### src/rtl/fifo_rd_packer.sv
// fifo_rd_packer: reads DATA_W-bit words from a synchronous FIFO (one-cycle read latency) and
// packs PACK of them into one DATA_W*PACK-bit output word on a valid/ready stream.
//   clk, rst       : single clock, synchronous active-high reset
//   fifo_empty     : upstream FIFO empty flag
//   fifo_rd_en     : read request to upstream FIFO
//   fifo_dout      : FIFO read data, valid the cycle after fifo_rd_en
//   flush          : single-cycle request to emit a partially filled word
//   m_valid/m_ready: output handshake
//   m_data         : packed word, slot 0 in the least significant DATA_W bits
//   m_keep         : per-slot valid mask
//   busy           : assembly non-empty, read in flight, or output word held
module fifo_rd_packer #(
  parameter int unsigned DATA_W = 8,
  parameter int unsigned PACK   = 4
) (
  input  logic                     clk,
  input  logic                     rst,
  input  logic                     fifo_empty,
  output logic                     fifo_rd_en,
  input  logic [DATA_W-1:0]        fifo_dout,
  input  logic                     flush,
  output logic                     m_valid,
  input  logic                     m_ready,
  output logic [DATA_W*PACK-1:0]   m_data,
  output logic [PACK-1:0]          m_keep,
  output logic                     busy
);

  localparam int unsigned    CntW    = $clog2(PACK) + 1;
  localparam logic [CntW-1:0] PackCnt = CntW'(PACK);

  typedef enum logic [0:0] {StFill, StFlush} state_e;

  state_e                   state_q, state_d;
  logic [CntW-1:0]          byte_cnt_q, byte_cnt_d;
  logic                     rd_pending_q, rd_pending_d;
  logic [DATA_W*PACK-1:0]   asm_q, asm_d;
  logic [DATA_W*PACK-1:0]   m_data_q, m_data_d;
  logic [PACK-1:0]          m_keep_q, m_keep_d;
  logic                     m_valid_q, m_valid_d;

  logic [CntW-1:0]          pend_ext;
  logic [CntW-1:0]          cnt_next;   // slot count including the word landing this cycle
  logic [DATA_W*PACK-1:0]   asm_next;   // assembly including the word landing this cycle
  logic [PACK-1:0]          keep_mask;
  logic                     out_free;
  logic                     load;

  assign pend_ext = {{(CntW-1){1'b0}}, rd_pending_q};
  assign out_free = !m_valid_q || m_ready;

  // A read is only issued if a free slot is guaranteed for its data, so nothing is ever dropped.
  assign fifo_rd_en = !rst && !fifo_empty && (state_q == StFill) &&
                      ((byte_cnt_q + pend_ext) < PackCnt);

  always_comb begin
    asm_next = asm_q;
    for (int unsigned i = 0; i < PACK; i++) begin
      if (rd_pending_q && (byte_cnt_q == CntW'(i))) begin
        asm_next[i*DATA_W +: DATA_W] = fifo_dout;
      end
    end
    cnt_next = byte_cnt_q + pend_ext;
    for (int unsigned i = 0; i < PACK; i++) begin
      keep_mask[i] = (CntW'(i) < cnt_next);
    end
  end

  always_comb begin
    state_d      = state_q;
    asm_d        = asm_next;
    byte_cnt_d   = cnt_next;
    rd_pending_d = fifo_rd_en;
    m_data_d     = m_data_q;
    m_keep_d     = m_keep_q;
    m_valid_d    = m_valid_q && !m_ready;
    load         = 1'b0;

    unique case (state_q)
      StFill: begin
        // Loading as the last slot lands keeps the read stream going at PACK words per
        // PACK+1 cycles. A flush coinciding with a full load has nothing left to flush.
        if ((cnt_next == PackCnt) && out_free) begin
          load = 1'b1;
        end else if (flush && ((byte_cnt_q != '0) || rd_pending_q)) begin
          state_d = StFlush;
        end
      end
      StFlush: begin
        // No reads are issued here, so any pending word lands in asm_next this cycle.
        if (out_free) begin
          load    = 1'b1;
          state_d = StFill;
        end
      end
      default: state_d = StFill;
    endcase

    if (load) begin
      m_data_d   = asm_next;
      m_keep_d   = keep_mask;
      m_valid_d  = 1'b1;
      asm_d      = '0;  // keeps unused slots of the next partial word zero
      byte_cnt_d = '0;
    end
  end

  always_ff @(posedge clk) begin
    if (rst) begin
      state_q      <= StFill;
      byte_cnt_q   <= '0;
      rd_pending_q <= 1'b0;
      asm_q        <= '0;
      m_data_q     <= '0;
      m_keep_q     <= '0;
      m_valid_q    <= 1'b0;
    end else begin
      state_q      <= state_d;
      byte_cnt_q   <= byte_cnt_d;
      rd_pending_q <= rd_pending_d;
      asm_q        <= asm_d;
      m_data_q     <= m_data_d;
      m_keep_q     <= m_keep_d;
      m_valid_q    <= m_valid_d;
    end
  end

  assign m_valid = m_valid_q;
  assign m_data  = m_data_q;
  assign m_keep  = m_keep_q;
  assign busy    = (byte_cnt_q != '0) || rd_pending_q || m_valid_q;

endmodule

### config.mk
export PLATFORM = sky130hd
export DESIGN_NAME = fifo_rd_packer
export DESIGN_NICKNAME = d
export VERILOG_FILES = /design/src/rtl/fifo_rd_packer.sv
export SDC_FILE = /design/constraint.sdc
export NUM_CORES = 1
export LEC_CHECK = 0
export CAP_MARGIN = 20
export CELL_PAD_IN_SITES_DETAIL_PLACEMENT = 0
export CELL_PAD_IN_SITES_GLOBAL_PLACEMENT = 1
export CORE_ASPECT_RATIO = 0.5
export CORE_MARGIN = 8
export CORE_UTILIZATION = 39
export DETAILED_ROUTE_END_ITERATION = 6
export PLACE_DENSITY_LB_ADDON = 0.05
export SLEW_MARGIN = 20
export SYNTH_ARGS = -nofsm -noshare
export SYNTH_HDL_FRONTEND = slang
export SYNTH_SLANG_ARGS = --single-unit
### constraint.sdc
create_clock -name clk -period 2.3 [get_ports clk]
set_input_delay 0.46 -clock clk [delete_from_list [all_inputs] [get_ports clk]]
set_output_delay 0.46 -clock clk [all_outputs]
set_load 0.02 [all_outputs]
==> impl_metrics.py <==
metrics = {
    "run_status": {
        "outcome": "complete, no violations",
    },
    "grt": {
        "grt_max_degree": 42,
        "grt.total_usage_pct": 14.6,
        "grt_pass1_vias": 2005,
        "grt-ovfl-total": 0,
        "antenna_found_initial": 0,
        "grt_pass1_wl_um": 10900,
    },
    "yosys": {
        "yosys.area.top_type": "dfxtp_1",
        "ys_seq_elements": 74,
        "synthAdderAreaFrac_pct": 0.924,
        "synth_top_family_by_area": "simple AND/OR/NAND/NOR gates",
        "synth_area_per_cell_um2": 10.3,
        "synth_area_um2": 2710,
        "synth_top_area_share_pct": 54.7,
        "synth_cells": 263,
        "synth_edf_count": 0,
        "synthArstFlopShare_pct": 0,
        "synthTopCellsByArea": "dfxtp_1, mux2i_1, a221oi_1",
        "synth-simple-area-share_pct": 15.8,
        "synthXorXnorAreaFrac_pct": 0.601,
        "synth_nets": 278,
        "synth.area.mux_share_pct": 11.8,
        "dominantRegCellSynth": "dfxtp_1",
        "synth_compound_area_share_pct": 11.3,
        "yosys_warnings": 0,
        "synth_cell_types": 31,
        "seq_area_frac_synth_pct": 54.7,
    },
    "route": {
        "vias_per_cell": 5.15,
        "first_pass_iters": 4,
        "routedWlPerCell_um": 16.6,
        "drc": 0,
        "wl_um": 6840,
        "final_antenna_net_count": 0,
        "dr.first_iter.drc_count": 102,
        "vias": 2121,
    },
    "sta": {
        "finalCritPeriodShare_pct": 97.1,
        "hold_viol_final": 0,
        "rsz0062_at_grt": "no",
        "period_needed_ns": 2.23,
        "relSlewSlack_pct": 70.9,
        "setup_tns_ns": 0,
        "tightest_slew_ns": 0.437,
        "fin_worst_skew_ns": 0.00608,
        "holdWs_ns": 0.486,
        "fmax_mhz": 448,
        "setup_violations": 0,
        "finalMaxSlewViolations": 0,
    },
    "floorplanning": {
        "core_um2": 6700,
        "start_util_pct": 40.4,
        "die_h_um": 74.9,
        "die-width_um": 134,
        "pin_count": 52,
        "fp-row-count": 21,
        "die_area_um2": 10000,
    },
    "critical_path": {
        "start_kind": "flip-flop",
        "required_ns": 1.84,
        "crit_path_cell_trace": "or4_1, or2_2, clkdlybuf4s15_2",
        "crit_path_max_fanout": 6,
        "critPathKind": "flip-flop to output port",
        "reg2reg_from": "rd_pending_q",
        "max_stage_delay_ns": 0.55,
        "slowest_stage": "or4_1",
        "r2r-end": "asm_q[4]",
        "r2r_slack_ns": 0.18,
        "crit_arrival_ns": 1.77,
        "reg2reg_depth": 7,
        "endpoint_kind": "output port",
    },
    "clock_network": {
        "htree_levels": 3,
        "ctsHoldBuffers": 0,
        "cts_buffers": 9,
        "cts_sinks": 74,
        "clk_pin_slew_ns": 0.05,
        "cts_tree": "built",
        "cts-root-buf": "clkbuf_16",
        "clock_path_buffers": 2,
        "clock_latency_ns": 0.33,
    },
    "placed_design": {
        "post-dp-hpwl_um": 4570,
        "portBuffers": 51,
        "dp.cells": 396,
        "place.gp.congestion": 0.731,
        "dpl_cell_area_um2": 3320,
    },
    "worst_hold_path": {
        "holdPathStages": 2,
        "min-delay-start": "asm_q[14]",
        "holdPathEnd": "asm_q[14]",
        "min_path_type": "flip-flop to flip-flop",
    },
    "layout": {
        "n_antenna_cell": 0,
        "final_cell_mix": "dfxtp_1, nor2_1, clkdlybuf4s50_1",
        "final_common_cell": "dfxtp_1",
        "fillers": 619,
        "final_cell_area_um2": 3590,
        "fin_nets": 330,
        "finish.utilization_pct": 53.5,
        "stdcell_count": 412,
        "drive_gt1_share_pct": 11.3,
        "syn_to_final_growth_pct": 32.4,
    },
    "job": {
        "max_cap_violations": 0,
    },
    "power_and_ir_drop": {
        "power_density_nw_per_um2": 887,
        "ir_drop_mv": 0.520,
        "leakage_uw": 0.00134,
    },
}
worst max-delay path, delay by kind of cell (launching register included):
family | cells | cell delay (ns)
simple gates | 2 | 0.84
flops | 1 | 0.35
buf+inv | 1 | 0.25
stage by stage:
| stage | worst slack (ns) | total power [uW] |
|---|---|---|
| after floorplan | 0.279 | 1740 |
| after global placement | 0.0538 | 1970 |
| after detailed placement | 0.00566 | 1980 |
| after CTS | 0.0252 | 3230 |
| after global routing | 0.00922 | 3340 |
| final | 0.0662 | 3180 |
synth_stat cells (2+ instances only):
| library cell | n |
|---|---|
| nand2_1 | 3 |
| dfxtp_1 | 74 |
| ha_1 | 2 |
| a211oi_1 | 2 |
| nor3_1 | 8 |
| nor4bb_1 | 2 |
| buf_2 | 8 |
| nor2_1 | 67 |
| a221oi_1 | 32 |
| nor4_1 | 2 |
| clkbuf_1 | 7 |
| buf_6 | 3 |
| mux2i_1 | 32 |
| nor3b_1 | 2 |
| clkbuf_2 | 3 |
routing by layer:
layer / up-vias / global-route usage (%) / share of wire, %
met5: - / 0 / 0
met4: 0 / 2.59 / 0.12
met3: 2 / 8.26 / 7.8
met2: 46 / 21.3 / 45
met1: 1029 / 18.6 / 47
li1: 1044 / - / -
registers in the layout, summed over array words and instances (netlist names):
register and cells:
byte_cnt_q 3, m_data 32, m_keep 4, rd_pending_q 1, asm_q 32, m_valid 1, state_q 1
where the power goes:
part | switching (uW) | internal, uW
combinational | 290 | 238
sequential | 42.2 | 1370
clock | 490 | 754
cells by family (layout without fill, tap and decap cells):
family	Yosys count	in the layout
buffers and inverters	24	81
AOI/OAI and AO/OA	36	36
muxes	32	32
xor gates and xnor gates	1	1
DFF	74	74
adders and majority gates	2	2
and+or+nand+nor	94	94
layout make-up:
class                           instances  area (um2)  area share (%)
Clock inverter                          3        15.0           0.419
Tap cell                               92         115            3.21
Clock buffer                           13         250            6.98
Timing Repair Buffer                   64         604            16.9
Inverter                                1        3.75           0.105
Multi-Input combinational cell        165        1110            31.1
Sequential cell                        74        1480            41.3
how the worst max path moves through the flow:
stage / startpoint / cells past startpoint / end
after floorplan: byte_cnt_q[0] / 4 / fifo_rd_en
after global placement: fifo_empty / 3 / fifo_rd_en
after detailed placement: fifo_empty / 3 / fifo_rd_en
after CTS: rd_pending_q / 5 / fifo_rd_en
after global routing: byte_cnt_q[1] / 3 / busy
final: byte_cnt_q[1] / 3 / busy
repair_timing:
item / CTS / global route
pin swaps: 0 / 0
gates resized for setup: 4 / 4
setup endpoints to repair: 2 / 2
setup buffers: 0 / 0
Power figures use the tool's default switching activity.
